<file path="config.mk">
export PLATFORM = sky130hd
export DESIGN_NAME = reg_pipe
export DESIGN_NICKNAME = d
export VERILOG_FILES = /design/src/rtl/reg_pipe.sv
export SDC_FILE = /design/constraint.sdc
export NUM_CORES = 1
export LEC_CHECK = 0
export CAP_MARGIN = 40
export CORE_MARGIN = 3
export CORE_UTILIZATION = 30
export CTS_CLUSTER_SIZE = 24
export DETAILED_ROUTE_END_ITERATION = 10
export HOLD_SLACK_MARGIN = 0.12
export PLACE_DENSITY_LB_ADDON = 0.08
export SYNTH_ARGS = -nofsm -noshare
export SYNTH_HDL_FRONTEND = slang
export SYNTH_SLANG_ARGS = --single-unit
</file>
<file path="constraint.sdc">
create_clock -name clk -period 0.9 [get_ports clk]
set_input_delay 0.135 -clock clk [delete_from_list [all_inputs] [get_ports clk]]
set_output_delay 0.135 -clock clk [all_outputs]
set_load 0.05 [all_outputs]
</file>
<file path="src/rtl/reg_pipe.sv">
// rtl/reg_pipe.sv - enabled, clearable register pipeline with per-stage valid flags
// Occupancy counter and port occ are built only when REG_PIPE_OCC_EN is defined.
module reg_pipe #(
    parameter int WIDTH = 8,
    parameter int DEPTH = 4
) (
    input  logic             clk,
    input  logic             reset,
    input  logic             en,
    input  logic             clr,
    input  logic [WIDTH-1:0] d,
    input  logic             d_valid,
    output logic [WIDTH-1:0] q,
    output logic             q_valid
`ifdef REG_PIPE_OCC_EN
    ,
    output logic [$clog2(DEPTH+1)-1:0] occ
`endif
);

    logic [WIDTH-1:0] data_r  [DEPTH];
    logic             valid_r [DEPTH];

    // Stage 0 takes the input word; every later stage takes its predecessor.
    always_ff @(posedge clk or negedge reset) begin
        if (!reset) begin
            for (int i = 0; i < DEPTH; i++) begin
                data_r[i]  <= '0;
                valid_r[i] <= 1'b0;
            end
        end else if (clr) begin
            for (int i = 0; i < DEPTH; i++) begin
                data_r[i]  <= '0;
                valid_r[i] <= 1'b0;
            end
        end else if (en) begin
            data_r[0]  <= d;
            valid_r[0] <= d_valid;
            for (int i = 1; i < DEPTH; i++) begin
                data_r[i]  <= data_r[i-1];
                valid_r[i] <= valid_r[i-1];
            end
        end
    end

    assign q       = data_r[DEPTH-1];
    assign q_valid = valid_r[DEPTH-1];

`ifdef REG_PIPE_OCC_EN
    localparam int OCC_W = $clog2(DEPTH+1);

    logic [OCC_W-1:0] occ_r;

    // A word entering while another leaves cancels out; the count cannot
    // exceed DEPTH since a full pipe always has a valid last stage.
    always_ff @(posedge clk or negedge reset) begin
        if (!reset) begin
            occ_r <= '0;
        end else if (clr) begin
            occ_r <= '0;
        end else if (en) begin
            occ_r <= occ_r + OCC_W'(d_valid) - OCC_W'(valid_r[DEPTH-1]);
        end
    end

    assign occ = occ_r;
`endif

endmodule

</file>
After elaboration in Yosys (flattened, before gate mapping)

Index checks and enable logic that the tools add are counted.

Add/sub/neg operators: 0
$mul: 0
Divide/modulo/power cells: 0
$lt $le $gt $ge: 0
Equal/unequal tests: 0
Shifts and indexed selects: 0
Mux-type cells: 4
Bitwise gates (word level): 0
Reductions and logical operators: 1

Operators with widths:

| operator           | count |
|---|---|
| 32-bit two-way mux | 2 |
| 4-bit two-way mux  | 2 |
| 2-bit nonzero test | 1 |

Flip-flop bits (word level): 36
Latch bits: 0
Memory bits (writable): 0
Memory bits (read-only): 0
Input port bits: 13
Output and inout port bits: 9
Word-level logic and storage cells: 13
Memories kept: 0

Depth between registers and ports, before layout

Depth after elaboration: 2
Gate-level depth with buffers: 4
Mapped depth without buffers: 2

Least setup slack after synthesis

No wires, ideal clock.

Kind: register to register
Start point: register q_valid (netlist name)
End point: register valid_r (netlist bit q_valid)
Setup time: 0.129 ns
Arrival time: 0.776 ns
Data required time: 0.771 ns
Slack: -0.004 ns
Cell stages (with the launch flop): 3
Buffers on the path: 0
Period minus slack after synthesis: 0.904 ns
Cell sequence: dfrtp_1 mux2i_1 nor2_1

RTL lines:

| element                        | RTL line | RTL |
|---|---|---|
| end signal: indexed assignment | 41       | `valid_r[i] <= valid_r[i-1];` |
| end: declaration               | 22       | `logic valid_r [DEPTH];` |

Worst setup path in the final report

Start point: register valid_r (netlist bit q_valid)
End point: output q_valid

RTL lines:

| element          | RTL line | RTL |
|---|---|---|
| end: declaration | 14       | `output logic q_valid` |

No word-level cell between the ends.

==> flow_metrics.env <==
export IMPL_power_mw=3.15
export IMPL_cts_sinks=36
export IMPL_crit_fanout=2
export IMPL_drive_gt1_frac=0.189
export IMPL_final_hold_viol_count=0
export IMPL_ant_nets=0
export IMPL_rows=25
export IMPL_synth_area_top_cells="dfrtp_1 (58%), mux2i_1 (23%), nor2_1 (8.7%)"
export IMPL_yosys_area_top_type_share=0.583
export IMPL_crit_slowest_cell="dfrtp_2"
export IMPL_synth_seq_area_share=0.583
export IMPL_place_congestion=0.672
export IMPL_synth_nets=137
export IMPL_min_period_ps=992
export IMPL_synth_area_leader_cell="dfrtp_1"
export IMPL_max_freq_mhz=1010
export IMPL_clock_latency_ps=280
export IMPL_routed_via_density=4.21
export IMPL_overflow=0
export IMPL_vias=905
export IMPL_wire_per_inst_um=11.9
export IMPL_setup_ws_ps=-91.9
export IMPL_start_util=0.319
export IMPL_numPortBuffers=21
export IMPL_final_util=0.412
export IMPL_p_leak_nw=0.999
export IMPL_ios=22
export IMPL_synth_seq_cells=36
export IMPL_antennaDiodeCount=0
export IMPL_crit_buf_inv=1
export IMPL_cts_buffers=5
export IMPL_grt_antenna_before_repair=0
export IMPL_area_growth_pct=29.1
export IMPL_cts_tree="built"
export IMPL_path_class="reg -> out"
export IMPL_rsz0062_at_grt="yes"
export IMPL_period_share=1.10
export IMPL_crit_path_end_kind="primary output"
export IMPL_cts_root_buf="clkbuf_8"
export IMPL_syn_inst=124
export IMPL_grt_total_usage=0.0974
export IMPL_hold_slack_ps=182
export IMPL_fillers=449
export IMPL_worst_pin_slew_ps=193
export IMPL_finalClockSkew_ps=1.02
export IMPL_peakVddDrop_mv=0.731
export IMPL_required_ps=760
export IMPL_startpoint_type="flip-flop"
export IMPL_cp_arrival_ps=860
export IMPL_clockBufferDepth=2
export IMPL_syn_area_per_cell_um2=12.5
export IMPL_drv_cap=0
export IMPL_final_nets=160
export IMPL_violations="setup timing"
export IMPL_startpoint="q_valid"
export IMPL_min_path_type="in -> async"
export IMPL_drv_slew=0
export IMPL_drt_total_wl_mm=2.55
export IMPL_setup_viol=9
export IMPL_crit_path_max_incr_delay_ps=430
export IMPL_drt_iter0_drc=68
export IMPL_power_density_mw_per_mm2=1580
export IMPL_grt_pass1_wl_mm=4.60
export IMPL_ys_warn_count=0
export IMPL_first_global_vias=943
export IMPL_worstReg2RegStart="q[4]"
export IMPL_cpLargestDelayFamily="flip-flops"
export IMPL_synth_distinct_cells=8
export IMPL_outcome="complete, but fails checks"
export IMPL_htree_num_levels=2
export IMPL_max_slew_margin=0.872
export IMPL_firstDrtPassIters=3
export IMPL_die_y_um=77.8
export IMPL_path_cells="buf_12"
export IMPL_die_area_mm2=0.00605
export IMPL_die_w_um=77.8
export IMPL_dp_hpwl_mm=1.66
export IMPL_final_cell_mix="mux2i_1 (36), nor2_1 (36), dfrtp_1 (35), buf_12 (13), clkdlybuf4s50_1 (10)"
export IMPL_post_cts_resized=0
export IMPL_drc=0
export IMPL_core_area_mm2=0.00485
export IMPL_grt_start_max_net_pins=36
export IMPL_clk_pin_slew_worst_paths_ps=70
export IMPL_synthesis_area_mm2=0.00155
==> metal layers <==
| layer | GRT usage | up-vias | part of all wire |
|---|---|---|---|
| met3 | 0.0464 | 5 | 0.068 |
| met1 | 0.131 | 436 | 0.50 |
| met4 | 0.0427 | 0 | 0.019 |
| met5 | 0 | - | 0 |
| met2 | 0.131 | 21 | 0.41 |
| li1 | - | 443 | - |
==> final timing paths <==
kind / depth (start not counted) / slack, ps / endpoint
min in group clk: 4 / 360 / data_r[31]
max: 1 / -90 / q_valid
max reg2reg: 3 / 60 / q[4]
min: 2 / 180 / q[7]
min reg2reg: 2 / 520 / data_r[19]
max in group asynchronous: 3 / 340 / q_valid
==> timing repair <==
action	in CTS	in global routing
endpoints found under the setup margin	9	9
cloned	0	0
buffers inserted	5	0
hold endpoints to repair	36	0
hold buffers	1	0
==> registers in the layout, summed over array words and instances (netlist names) <==
register and flops:
q_valid 1, data_r 24, valid_r 3, q 8
==> cell usage after synthesis, drive strengths merged <==
library cell and number:
buf 15, clkbuf 1, dfrtp 36, mux2i 36, nor2 36
==> power breakdown <==
group / leakage (nW) / switching, mW / total [mW] / internal (mW)
registers: 0.492 / 0.0257 / 1.69 / 1.66
logic: 0.461 / 0.147 / 0.304 / 0.157
clock network: 0.0455 / 0.529 / 1.15 / 0.624
==> worst register-to-register path, stage by stage (launching register included) <==
cell	delay, ps
dfrtp_1	410
buf_4	140
mux2i_1	130
nor2_1	50
==> area by class of cell <==
type | count | area [um^2] | area share
sequential | 36 | 902 | 0.452
tap | 67 | 83.8 | 0.0420
timing repair buffer | 32 | 425 | 0.213
multi-input combinational | 72 | 495 | 0.248
clock buffer | 8 | 90.1 | 0.0451
==> stage by stage <==
step | setup slack (ps) | std cells | TNS (ps) | cell area (um^2)
after CTS | -107 | 215 | -882 | 2000
after floorplan | 83.2 | 124 | 0 | 1550
after detailed placement | -154 | 201 | -5340 | 1860
after global placement | -135 | 201 | -4730 | 1860
final | -91.9 | 215 | -740 | 2000
after global routing | -127 | 215 | -1090 | 2000
==> cell families after synthesis <==
| family | synth area share |
|---|---|
| flip-flops | 0.583 |
| AND/OR/NAND/NOR | 0.0874 |
| buffers and inverters | 0.0971 |
| multiplexers | 0.233 |
No activity file was read; power rests on OpenSTA's default activity.
